===== config.mk =====
export PLATFORM = sky130hd
export DESIGN_NAME = robo_controlador_flat
export DESIGN_NICKNAME = d
export VERILOG_FILES = /design/src/rtl/robo_controlador_if.sv /design/src/rtl/robo_controlador.sv /design/src/flat_wrapper.sv
export SDC_FILE = /design/constraint.sdc
export NUM_CORES = 1
export LEC_CHECK = 0
export BUFFER_PORTS_ARGS = -buffer_cell sky130_fd_sc_hd__buf_2
export CELL_PAD_IN_SITES_DETAIL_PLACEMENT = 1
export CELL_PAD_IN_SITES_GLOBAL_PLACEMENT = 2
export CORE_MARGIN = 2
export CORE_UTILIZATION = 31
export CTS_BUF_LIST = sky130_fd_sc_hd__clkbuf_8 sky130_fd_sc_hd__clkbuf_16
export DETAILED_ROUTE_END_ITERATION = 6
export PLACE_DENSITY = 0.74
export SETUP_SLACK_MARGIN = 0.15
export SLEW_MARGIN = 20
export SYNTH_ARGS = -nofsm -noshare
export SYNTH_HDL_FRONTEND = slang
export SYNTH_SLANG_ARGS = --single-unit

===== constraint.sdc =====
create_clock -name selected_clock -period 1.8 [get_ports selected_clock]
set_clock_uncertainty 0.15 [all_clocks]
set_input_delay 0.27 -clock selected_clock [delete_from_list [all_inputs] [get_ports selected_clock]]
set_output_delay 0.27 -clock selected_clock [all_outputs]
set_load 0.01 [all_outputs]

===== src/rtl/robo_controlador_if.sv =====
// Sensor/command bundle between the maze memory and the navigation controller.
// The memory reports what it sees around the robot; the controller answers with one-cycle actions.
interface robo_controlador_if;
  logic head;
  logic left;
  logic under;
  logic barrier;
  logic avancar;
  logic girar;
  logic remover;

  modport master (
    input  head, left, under, barrier,
    output avancar, girar, remover
  );

  modport slave (
    output head, left, under, barrier,
    input  avancar, girar, remover
  );
endinterface


===== src/rtl/robo_controlador.sv =====
// Left-hand wall-following navigation FSM with barrier demolition, exit detection and a move budget.
// Every command burst is followed by one quiet SETTLE cycle so the next decision sees updated sensors.
module robo_controlador #(
  parameter int                MOVE_W        = 10,
  parameter logic [MOVE_W-1:0] MAX_MOVES     = MOVE_W'(1000),
  parameter int unsigned       REMOVE_CYCLES = 3,
  parameter int unsigned       RIGHT_PULSES  = 3
) (
  input  logic                  selected_clock,
  input  logic                  reset,
  input  logic                  enable,
  robo_controlador_if.master    bus,
  output logic                  done,
  output logic                  stuck,
  output logic [MOVE_W-1:0]     moves
);

  localparam int unsigned SUB_MAX = (REMOVE_CYCLES > RIGHT_PULSES) ? REMOVE_CYCLES : RIGHT_PULSES;
  localparam int          SUB_W   = $clog2(SUB_MAX + 1);

  typedef enum logic [3:0] {
    IDLE,
    DECIDE,
    TURN_L,
    FWD,
    TURN_R,
    REMOVE,
    SETTLE,
    DONE,
    FAIL
  } state_t;

  state_t             state_q, state_d;
  logic [SUB_W-1:0]   sub_q, sub_d;
  logic               just_left_q, just_left_d;
  logic [MOVE_W-1:0]  moves_q, moves_d;
  logic               done_q, done_d;
  logic               stuck_q, stuck_d;
  logic               avancar_q, avancar_d;
  logic               girar_q, girar_d;
  logic               remover_q, remover_d;

  // NOTE: sequential state uses non-blocking assignments only, so every register
  // samples the values computed before the edge regardless of statement order.
  always_ff @(posedge selected_clock or posedge reset) begin
    if (reset) begin
      state_q     <= IDLE;
      sub_q       <= '0;
      just_left_q <= 1'b0;
      moves_q     <= '0;
      done_q      <= 1'b0;
      stuck_q     <= 1'b0;
      avancar_q   <= 1'b0;
      girar_q     <= 1'b0;
      remover_q   <= 1'b0;
    end else begin
      state_q     <= state_d;
      sub_q       <= sub_d;
      just_left_q <= just_left_d;
      moves_q     <= moves_d;
      done_q      <= done_d;
      stuck_q     <= stuck_d;
      avancar_q   <= avancar_d;
      girar_q     <= girar_d;
      remover_q   <= remover_d;
    end
  end

  // NOTE: every signal written here gets a default first; a path that forgets one
  // would otherwise infer a latch.
  always_comb begin
    state_d     = state_q;
    sub_d       = sub_q;
    just_left_d = just_left_q;
    moves_d     = moves_q;
    done_d      = done_q;
    stuck_d     = stuck_q;
    avancar_d   = 1'b0;
    girar_d     = 1'b0;
    remover_d   = 1'b0;

    unique case (state_q)
      IDLE: begin
        if (enable) state_d = DECIDE;
      end

      DECIDE: begin
        // Priority order matters: exit beats budget, budget beats the enable gate.
        if (bus.under) begin
          state_d = DONE;
          done_d  = 1'b1;
        end else if (moves_q == MAX_MOVES) begin
          state_d = FAIL;
          stuck_d = 1'b1;
        end else if (!enable) begin
          state_d = DECIDE;
        end else if (bus.barrier) begin
          state_d   = REMOVE;
          remover_d = 1'b1;
          sub_d     = SUB_W'(1);
        end else if (!bus.left && !just_left_q) begin
          state_d     = TURN_L;
          girar_d     = 1'b1;
          just_left_d = 1'b1;
        end else if (!bus.head) begin
          state_d     = FWD;
          avancar_d   = 1'b1;
          moves_d     = (moves_q == MAX_MOVES) ? moves_q : moves_q + MOVE_W'(1);
          just_left_d = 1'b0;
        end else begin
          state_d     = TURN_R;
          girar_d     = 1'b1;
          sub_d       = SUB_W'(1);
          just_left_d = 1'b0;
        end
      end

      TURN_L, FWD: begin
        state_d = SETTLE;
      end

      TURN_R: begin
        // A right turn is three left rotations issued back to back.
        if (sub_q < SUB_W'(RIGHT_PULSES)) begin
          girar_d = 1'b1;
          sub_d   = sub_q + SUB_W'(1);
        end else begin
          sub_d   = '0;
          state_d = SETTLE;
        end
      end

      REMOVE: begin
        if (sub_q < SUB_W'(REMOVE_CYCLES)) begin
          remover_d = 1'b1;
          sub_d     = sub_q + SUB_W'(1);
        end else begin
          sub_d   = '0;
          state_d = SETTLE;
        end
      end

      SETTLE: begin
        state_d = DECIDE;
      end

      DONE, FAIL: begin
        state_d = state_q;
      end

      default: begin
        state_d = IDLE;
      end
    endcase
  end

  assign bus.avancar = avancar_q;
  assign bus.girar   = girar_q;
  assign bus.remover = remover_q;
  assign done        = done_q;
  assign stuck       = stuck_q;
  assign moves       = moves_q;

endmodule


===== src/flat_wrapper.sv =====
// flat-port wrapper written by rule: the top's interface ports become plain ports
module robo_controlador_flat 
#(
  parameter int                MOVE_W        = 10,
  parameter logic [MOVE_W-1:0] MAX_MOVES     = MOVE_W'(1000),
  parameter int unsigned       REMOVE_CYCLES = 3,
  parameter int unsigned       RIGHT_PULSES  = 3
)
  (selected_clock, reset, enable, done, stuck, moves, bus_head, bus_left, bus_under, bus_barrier, bus_avancar, bus_girar, bus_remover);
  robo_controlador_if bus_i ();
  input  logic selected_clock;
  input  logic reset;
  input  logic enable;
  output logic done;
  output logic stuck;
  output logic [MOVE_W-1:0] moves;
  input wire logic [$bits(bus_i.head)-1:0] bus_head;
  input wire logic [$bits(bus_i.left)-1:0] bus_left;
  input wire logic [$bits(bus_i.under)-1:0] bus_under;
  input wire logic [$bits(bus_i.barrier)-1:0] bus_barrier;
  output wire logic [$bits(bus_i.avancar)-1:0] bus_avancar;
  output wire logic [$bits(bus_i.girar)-1:0] bus_girar;
  output wire logic [$bits(bus_i.remover)-1:0] bus_remover;
  assign bus_i.head = bus_head;
  assign bus_i.left = bus_left;
  assign bus_i.under = bus_under;
  assign bus_i.barrier = bus_barrier;
  assign bus_avancar = bus_i.avancar;
  assign bus_girar = bus_i.girar;
  assign bus_remover = bus_i.remover;
  robo_controlador #(.MOVE_W(MOVE_W), .MAX_MOVES(MAX_MOVES), .REMOVE_CYCLES(REMOVE_CYCLES), .RIGHT_PULSES(RIGHT_PULSES)) u_core (.selected_clock(selected_clock), .reset(reset), .enable(enable), .bus(bus_i), .done(done), .stuck(stuck), .moves(moves));
endmodule

==> out/summary.txt, run 1 <==
Global route overflow = 0
Drt pass-1 iters = 4
Worst setup SP type = flop
Die height = 66.2 um
Clk pwr share = 0.186
Row count = 22
Sequential power share = 0.337
Asr flop ratio synth = 1.00
Multi-input logic area = 777 um2
Setup TNS = -0.0975 ns
Library cells used by synthesis = 43
Post-synth top area cell = dfrtp_1
Synth Area in Compound Gates = 0.128
Dominant cell by count in the synthesized netlist = dfrtp_1
DIE AREA = 4390 um2
Crit path max fanout = 5
CP Cell Sequence = nor4b_4 -> buf_4 -> nand3b_1 -> or3_4 -> a22o_1
Slew HR = 0.707
Internal = 1.29 mW
Worst setup EP type = flop
Max Fclk = 540 MHz
Mapped Nets = 117
Mux cell area share after synthesis = 0.0281
Io pins = 22
Max Cap Viol = 0
Total track usage = 0.170
First-pass GRT wire length = 5470 um
Placeable core region = 3690 um2
Worst Max-Slew Pin Slew = 0.435 ns
TritonCTS clock tree = yes
YS warnings = 0
CP top delay family = simple AND/OR/NAND/NOR gates
CTS max path bufs = 2
Fin crit share = 1.03
Setup repair after global routing missed its margin = true
Ys flop type = dfrtp_1
Final wirelength = 3630 um
Sw frac = 0.351
Final Hold Fails = 0
Post-DP HPWL = 2300 um
Largest net degree at the start of global routing = 23
WL/cell = 17.3 um
Crit path kind = flop to flop
Final worst slack = -0.0533 ns
Post-layout nets = 173
Synth top area share = 0.458
IO buf count = 21
Mean Syn Cell Area = 11.2 um2
Largest family of logic cells by synthesized area = simple AND/OR/NAND/NOR gates
Leakage = 0.856 nW
CP max-delay cell = dfrtp_1
Hold Crit Class = primary input to flop
Worst path max stage delay = 0.42 ns
Synth Area in Adders = 0.0313
Power density cells = 1070 nW/um2
Initial antenna violation count = 0
Global placement routability congestion = 0.778
Final Util = 0.505
Worst EP required = 1.82 ns
Root buffer cell = clkbuf_8
Ratio of cells with drive above 1 in the final layout = 0.549
#FFs+latches synth = 22
Xor-xnor portion of the synthesized cell area = 0.0729
Failing checks = setup timing
Most frequent cells after synthesis = dfrtp_1, xor2_1, inv_1, nand2_1
Top cells by area, synth = dfrtp_1, xor2_1, ha_1
Endpoints failing setup = 3
# clock sinks = 22
Clock insertion delay at the later pin of the skew report = 0.27 ns
Synthesized area = 1200 um2
Initial core utilization = 0.326
Number of synthesized flops with an enable pin = 0
Worst slack, placed = -0.0219 ns
VDD IR max = 412 uV
Arrival @ worst endpoint = 1.87 ns
Psw = 698 uW
Shortest period the worst path allows = 1.85 ns
Synthesized instance count = 107
Seq. cell area = 551 um2
FILL cells = 402
Clock-pin slew on the worst setup and hold paths = 0.08 ns
Sequential element share of the synthesized area = 0.458
H-tree levels = 1
ANT nets after route = 0
Pins Over Slew Limit = 0
Clock buffer count from CTS = 3
Status = complete, but fails checks
Number of remaining DRC errors = 0
Worst-case hold slack = 0.141 ns
Total power = 1.99 mW
Vias post-DR = 1069
Diode count = 0
Iter 0 DRT Violations = 18
Comb power frac = 0.478
Count of buffer and inverter cells on the critical path = 1
Simple-gate area share of the yosys netlist = 0.245
Vias in the first global route = 1089
Area grow syn2layout = 55.0%
Die width = 66.2 um
Via density = 5.09
[sequential cells by signal (all words and copies together) (netlist names)]
register            flops
u_core.stuck            1
u_core.done             1
u_core.just_left_q      1
u_core.moves           10
u_core.state_q          4
u_core.bus.remover      1
u_core.sub_q            2
u_core.bus.avancar      1
u_core.bus.girar        1
[cells in the final DEF, fill, tap and decap left out, types with 2 or more instances in the layout]
cell	n
a211oi_1	2
a21o_1	2
a22o_1	2
buf_2	21
buf_4	27
buf_6	3
clkbuf_8	4
dfrtp_1	22
ha_1	2
inv_1	4
inv_2	2
mux2_4	2
nand2_1	6
nand2b_1	2
nand3_1	4
nand4_1	2
nor2_1	3
nor2_4	2
nor3_2	2
nor4_4	3
nor4b_4	2
o21ai_0	2
o21ai_1	2
or3_4	2
xnor2_1	2
xor2_1	7
[metal layers]
layer / vias up / track usage / routed length [um]
li1: 501 / - / -
met1: 537 / 0.214 / 1540
met2: 23 / 0.289 / 1920
met3: 8 / 0.0170 / 107
met4: 0 / 0.0791 / 69
met5: - / 0 / 0
[worst reg2reg max path, cell delays in order (launching register included)]
cell	delay (ns)
dfrtp_1	0.42
nor4b_4	0.38
buf_4	0.20
nand3b_1	0.08
or3_4	0.34
a22o_1	0.18
[power by group through the flow]
stage                     registers [mW]  logic [mW]  clock network, mW
after floorplan                    0.697       0.493                  0
after global placement             0.669       0.709                  0
after detailed placement           0.683       0.757                  0
after CTS                          0.673       0.859              0.377
after global routing               0.684        1.04              0.395
final                              0.670       0.950              0.369
[timing repair]
item                       CTS  global route
pin swaps                   12             6
gates cloned                 0             1
hold buffers                 1             0
resized for setup           18             8
setup buffers                3             8
setup endpoints to repair   16            19
hold endpoints to repair    22             0
[metrics by stage]
step	cells	instance area [um2]
2_1_floorplan	107	1240
3_3_place_gp	193	1540
3_5_place_dp	193	1540
4_1_cts	201	1710
5_1_grt	210	1860
6_report	210	1860
[worst paths after layout]
check | startpoint | end | slack (ns) | cells after the start
setup / recovery | u_core.state_q[1]$_DFFE_PP0P_ | u_core.sub_q[1]$_DFFE_PP0P_ | -0.05 | 5
hold / removal | bus_left | u_core.just_left_q$_DFFE_PP0P_ | 0.14 | 3
setup reg to reg | u_core.state_q[1]$_DFFE_PP0P_ | u_core.sub_q[1]$_DFFE_PP0P_ | -0.05 | 5
hold reg to reg | u_core.stuck$_DFFE_PP0P_ | u_core.stuck$_DFFE_PP0P_ | 0.31 | 1
max in group asynchronous | reset | u_core.moves[9]$_DFFE_PP0P_ | 0.84 | 4
min in group asynchronous | reset | u_core.state_q[0]$_DFFE_PP0P_ | 0.43 | 4
[logic make-up (layout without fill, tap and decap cells)]
group	Yosys count	after routing
adders and majority gates	3	3
buffers and inverters	9	64
xor gates and xnor gates	10	10
muxes	3	3
and+or+nand+nor	39	39
DFF	22	22
AOI/OAI and AO/OA	21	21
[layout make-up]
class,count,share of cell area
inverters,6,0.0121
well taps,48,0.0323
flip-flops and latches,22,0.296
multi-input cells,76,0.417
clock buffers,4,0.0296
repair buffers,54,0.213
(Power assumes the default switching activity.)
==> inputs of run 2 (changes only) <==
SKIP_LAST_GASP = 1   (was unset)
==> out/summary.txt, run 2 (synthesis results as in run 1) <==
Met2 wire length = 1760 um (-8.0%)
Leakage = 0.857 nW (+0.15%)
Reg2reg start = u_core.state_q[1]$_DFFE_PP0P_
Row count = 22 (unchanged)
Arrival @ worst endpoint = 1.88 ns (about the same)
Top routing layer used = met4
Largest net degree at the start of global routing = 23 (unchanged)
FILL cells = 415 (+3.2%)
Global placement routability congestion = 0.778 (unchanged)
ANT nets after route = 0 (unchanged)
Vias post-DR = 1036 (-3.1%)
Area grow syn2layout = 48.7%
VDD IR max = 370 uV (-10%)
Vias in the first global route = 1082 (-0.64%)
Total power = 1.89 mW (-4.9%)
Power density cells = 1060 nW/um2 (-0.86%)
Total track usage = 0.167 (-0.00215)
Hold Crit Class = primary input to flop
Post-DP HPWL = 2300 um (unchanged)
HP Start = bus_left
Die width = 66.2 um (unchanged)
Drt pass-1 iters = 2 (-2)
Failing checks = setup timing
Iter 0 DRT Violations = 39 (+21)
Final wirelength = 3400 um (-6.3%)
End of the worst register-to-register path = u_core.moves[1]$_DFFE_PP0P_
TritonCTS clock tree = yes
Max reg flops = 10 (unchanged)
Clock insertion delay at the later pin of the skew report = 0.27 ns (about the same)
Root buffer cell = clkbuf_8
Max Cap Viol = 0 (unchanged)
Worst Hold Endpoint = u_core.just_left_q$_DFFE_PP0P_
Worst EP required = 1.81 ns (about the same)
Dpl cell area = 1540 um2 (unchanged)
Die height = 66.2 um (unchanged)
First-pass GRT wire length = 5430 um (-0.75%)
Initial core utilization = 0.326 (unchanged)
CTS max path bufs = 2 (unchanged)
Worst setup SP type = flop
Hold depth = 3 (unchanged)
Pins Over Slew Limit = 0 (unchanged)
Worst Max-Slew Pin Slew = 0.468 ns (+0.0325 ns)
Commonest non-fill, non-tap cell in the layout = buf_4
Met3 Wirelength = 70 um (-35%)
M1 wire length = 1510 um (-1.7%)
Post-route cell area = 1790 um2 (-4.0%)
Worst setup EP type = flop
Shortest period the worst path allows = 1.87 ns (+0.0129 ns)
Setup repair after global routing missed its margin = true
# clock sinks = 22 (unchanged)
Fin cells = 207 (-1.4%)
Initial antenna violation count = 0 (unchanged)
Io pins = 22 (unchanged)
Slew HR = 0.687 (-0.0195)
Worst slack, placed = -0.0219 ns (unchanged)
Placeable core region = 3690 um2 (unchanged)
Multi-input logic area = 738 um2 (-5.0%)
Crit path max fanout = 5 (unchanged)
Post-layout nets = 170 (-1.7%)
DIE AREA = 4390 um2 (unchanged)
Seq. cell area = 551 um2 (unchanged)
Ratio of cells with drive above 1 in the final layout = 0.516 (-0.0337)
H-tree levels = 1 (unchanged)
R2r setup slk = -0.07 ns (about the same)
Status = complete, but fails checks
R2R cell count = 5 (unchanged)
WL/cell = 16.4 um (-4.9%)
Final Hold Fails = 0 (unchanged)
Global route overflow = 0 (unchanged)
Max Fclk = 536 MHz (-0.69%)
Final worst slack = -0.0661 ns (-0.0129 ns)
Worst-case hold slack = 0.142 ns (+0.00163 ns)
Clock-pin slew on the worst setup and hold paths = 0.08 ns (about the same)
Clock buffer count from CTS = 3 (unchanged)
Number of remaining DRC errors = 0 (unchanged)
Most frequent cells in the layout = buf_4, dfrtp_1, buf_2
Diode count = 0 (unchanged)
Endpoints failing setup = 5 (+2)
Post-Place Cells = 193 (unchanged)
Via density = 5.00 (-1.7%)
Fin crit share = 1.04 (+0.00715)
IO buf count = 21 (unchanged)
Crit path kind = flop to flop
[run 2: changes by cell type in the layout (fill, tap and decap cells not counted), sizes merged]
cell / before / now
buf: 52 / 50
clkbuf: 5 / 4
[run 2: metal layers]
| metal | up-vias | track usage |
|---|---|---|
| met5 | - | 0 |
| met3 | 5 | 0.0153 |
| met2 | 14 | 0.285 |
| li1 | 498 | - |
| met4 | 0 | 0.0689 |
| met1 | 519 | 0.216 |
[run 2: layout make-up]
| type | instances | share of cell area |
|---|---|---|
| Multi-Input combinational cell | 76 | 0.413 |
| Sequential cell | 22 | 0.308 |
| Timing Repair Buffer | 51 | 0.202 |
| Tap cell | 48 | 0.0336 |
| Clock buffer | 4 | 0.0308 |
| Inverter | 6 | 0.0126 |
[run 2: repair_timing]
item,CTS,global route
resized for setup,14,8
endpoints found under the setup margin,16,19
hold endpoints to repair,22,0
buffers inserted,3,6
pin swaps,10,10
hold buffers,1,0
[run 2: critical path: stages, from the launching register on]
cell	delay [ns]
dfrtp_1	0.42
nor4b_4	0.38
nand4_4	0.19
buf_4	0.19
nor2_4	0.11
mux2_4	0.31
[run 2: worst max-delay path by stage]
stage,start,to,slack (ns),cells after the start
after floorplan,u_core.state_q[2]$_DFFE_PP0P_,u_core.moves[1]$_DFFE_PP0P_,-0.09,5
final,u_core.state_q[1]$_DFFE_PP0P_,u_core.moves[1]$_DFFE_PP0P_,-0.07,5
after global placement,u_core.state_q[3]$_DFFE_PP0P_,u_core.sub_q[1]$_DFFE_PP0P_,0.02,5
after detailed placement,u_core.state_q[3]$_DFFE_PP0P_,u_core.sub_q[1]$_DFFE_PP0P_,-0.02,5
after CTS,u_core.state_q[3]$_DFFE_PP0P_,u_core.sub_q[1]$_DFFE_PP0P_,-0.03,5
after global routing,u_core.moves[0]$_DFFE_PP0P_,u_core.state_q[0]$_DFFE_PP0P_,-0.12,7
[run 2: power breakdown]
part | switching [mW] | internal [mW]
clock | 0.177 | 0.196
sequential | 0.0673 | 0.602
combinational | 0.413 | 0.438
[run 2: metrics by stage]
| step | util | setup TNS (ns) |
|---|---|---|
| detailed placement | 0.417 | -0.0381 |
| floorplan | - | -0.181 |
| finish | 0.484 | -0.192 |
| CTS | 0.461 | -0.0464 |
| global route | 0.484 | -0.882 |
| global placement | 0.417 | 0 |
==> inputs of run 3 (changes only) <==
CORE_UTILIZATION = 37   (was 31)
PLACE_DENSITY = 0.82   (was 0.74)
clock period = 2.35 ns   (was 1.8 ns; I/O delays follow)
==> out/summary.txt, run 3 (synthesis results as in run 1) <==
WL/cell = 15.5 um (-5.7%)
Setup repair after global routing missed its margin = false
Worst path max stage delay = 0.50 ns (+0.08 ns)
Clock-pin slew on the worst setup and hold paths = 0.07 ns (about the same)
Setup TNS = 0 ns (+0.192 ns)
Worst path depth = 5 (unchanged)
Worst-case hold slack = 0.242 ns (+0.0997 ns)
End of the worst register-to-register path = u_core.state_q[1]$_DFFE_PP0P_
Worst EP required = 2.38 ns (+0.57 ns)
Endpoints failing setup = 0 (-5)
Largest net degree at the start of global routing = 23 (unchanged)
Crit path launch = u_core.state_q[2]$_DFFE_PP0P_
Diode count = 0 (unchanged)
Worst setup SP type = flop
Crit path to = u_core.state_q[1]$_DFFE_PP0P_
Row count = 20 (-9.1%)
Die height = 61.0 um (-8.0%)
First-pass GRT wire length = 4510 um (-17%)
Crit path kind = flop to flop
Post-route cell area = 1430 um2 (-20%)
Vias in the first global route = 926 (-14%)
Max reg flops = 10 (unchanged)
Crit path max fanout = 9 (+4)
Fin crit share = 0.860 (-0.177)
Post-layout nets = 146 (-14%)
ANT nets after route = 0 (unchanged)
CTS max path bufs = 2 (unchanged)
CP Cell Sequence = nor4b_4 -> buf_4 -> nand2_1 -> or3b_2 -> a2bb2oi_1
Most frequent cells in the layout = dfrtp_1, buf_2, xor2_1
CP top delay family = simple AND/OR/NAND/NOR gates
Root buffer cell = clkbuf_8
R2R cell count = 5 (unchanged)
Total track usage = 0.166 (-0.00151)
Max Cap Viol = 0 (unchanged)
Dpl cell area = 1360 um2 (-11%)
Clock buffer count from CTS = 3 (unchanged)
R2r setup slk = 0.33 ns (+0.40 ns)
Hold Crit Class = primary input to flop
Worst slack, placed = 0.282 ns (+0.304 ns)
Io pins = 22 (unchanged)
Clock insertion delay at the later pin of the skew report = 0.25 ns (-0.02 ns)
Placeable core region = 3080 um2 (-17%)
Shortest period the worst path allows = 2.02 ns (+0.154 ns)
Max Fclk = 495 MHz (-7.6%)
Leakage = 0.669 nW (-22%)
Initial antenna violation count = 0 (unchanged)
Ratio of cells with drive above 1 in the final layout = 0.328 (-0.187)
Post-DP HPWL = 2050 um (-11%)
IO buf count = 21 (unchanged)
Final wirelength = 2760 um (-19%)
Die width = 61.0 um (-8.0%)
CP max-delay cell = dfrtp_1
Global route overflow = 0 (unchanged)
Pins Over Slew Limit = 0 (unchanged)
Global placement routability congestion = 0.883 (+13%)
Total power = 1.24 mW (-35%)
Final Hold Fails = 0 (unchanged)
DIE AREA = 3720 um2 (-15%)
Number of remaining DRC errors = 0 (unchanged)
Slew HR = 0.630 (-0.0578)
Status = complete, no violations
FILL cells = 354 (-15%)
H-tree levels = 1 (unchanged)
Count of buffer and inverter cells on the critical path = 1 (unchanged)
# clock sinks = 22 (unchanged)
Commonest non-fill, non-tap cell in the layout = dfrtp_1
Drt pass-1 iters = 4 (+2)
Arrival @ worst endpoint = 2.05 ns (+0.17 ns)
Post-cts sizing count = 0 (-14)
Worst setup EP type = flop
Reg2reg start = u_core.state_q[2]$_DFFE_PP0P_
Final worst slack = 0.330 ns (+0.396 ns)
Vias post-DR = 912 (-12%)
VDD IR max = 507 uV (+37%)
Area grow syn2layout = 19.0%
Iter 0 DRT Violations = 11 (-72%)
Worst Max-Slew Pin Slew = 0.555 ns (+0.0869 ns)
Initial core utilization = 0.390 (+0.0646)
Via density = 5.12 (+2.4%)
TritonCTS clock tree = yes
Power density cells = 867 nW/um2 (-18%)
run 3: per-layer routing:
layer | up-vias | global-route usage | part of all wire
met1 | 446 | 0.211 | 0.43
li1 | 445 | - | -
met4 | 0 | 0.0373 | 0.0047
met5 | - | 0 | 0
met3 | 2 | 0.0299 | 0.042
met2 | 19 | 0.293 | 0.52
run 3: worst reg2reg max path, cell delays in order (launching register included):
cell and delay [ns]:
dfrtp_1 0.50, nor4b_4 0.43, buf_4 0.20, nand2_1 0.05, or3b_2 0.48, a2bb2oi_1 0.14
run 3: timing repair:
action | 4_1_cts | 5_1_grt
endpoints found under the setup margin | 0 | 1
hold endpoints to repair | 22 | 0
buffers inserted | 0 | 2
hold buffers | 1 | 0
run 3: worst min-delay path by stage:
stage / depth (start not counted) / slack, ns / from / endpoint
final: 3 / 0.24 / bus_left / u_core.just_left_q$_DFFE_PP0P_
after global routing: 3 / 0.25 / bus_left / u_core.just_left_q$_DFFE_PP0P_
after CTS: 3 / 0.24 / bus_left / u_core.just_left_q$_DFFE_PP0P_
after detailed placement: 3 / 0.27 / reset / u_core.bus.girar$_DFF_PP0_
after global placement: 3 / 0.25 / reset / u_core.sub_q[1]$_DFFE_PP0P_
after floorplan: 1 / 0.19 / reset / u_core.bus.avancar$_DFF_PP0_
run 3: metrics by stage:
stage	instances	util
floorplan	107	-
global placement	172	0.443
detailed placement	172	0.443
CTS	176	0.459
global route	178	0.464
finish	178	0.464
run 3: layout make-up:
cell class              count  area, um2  share of cell area
repair buffers             27        153               0.107
clock buffers               3       41.3              0.0289
flip-flops and latches     22        551               0.385
well taps                  44       55.1              0.0385
multi-input cells          76        607               0.425
inverters                   6       22.5              0.0158
run 3: report_power, final:
group / leakage, nW / internal [mW] / switching (mW)
Sequential: 0.280 / 0.461 / 0.0940
Combinational: 0.367 / 0.234 / 0.225
Clock: 0.0216 / 0.114 / 0.111
Total: 0.669 / 0.809 / 0.430
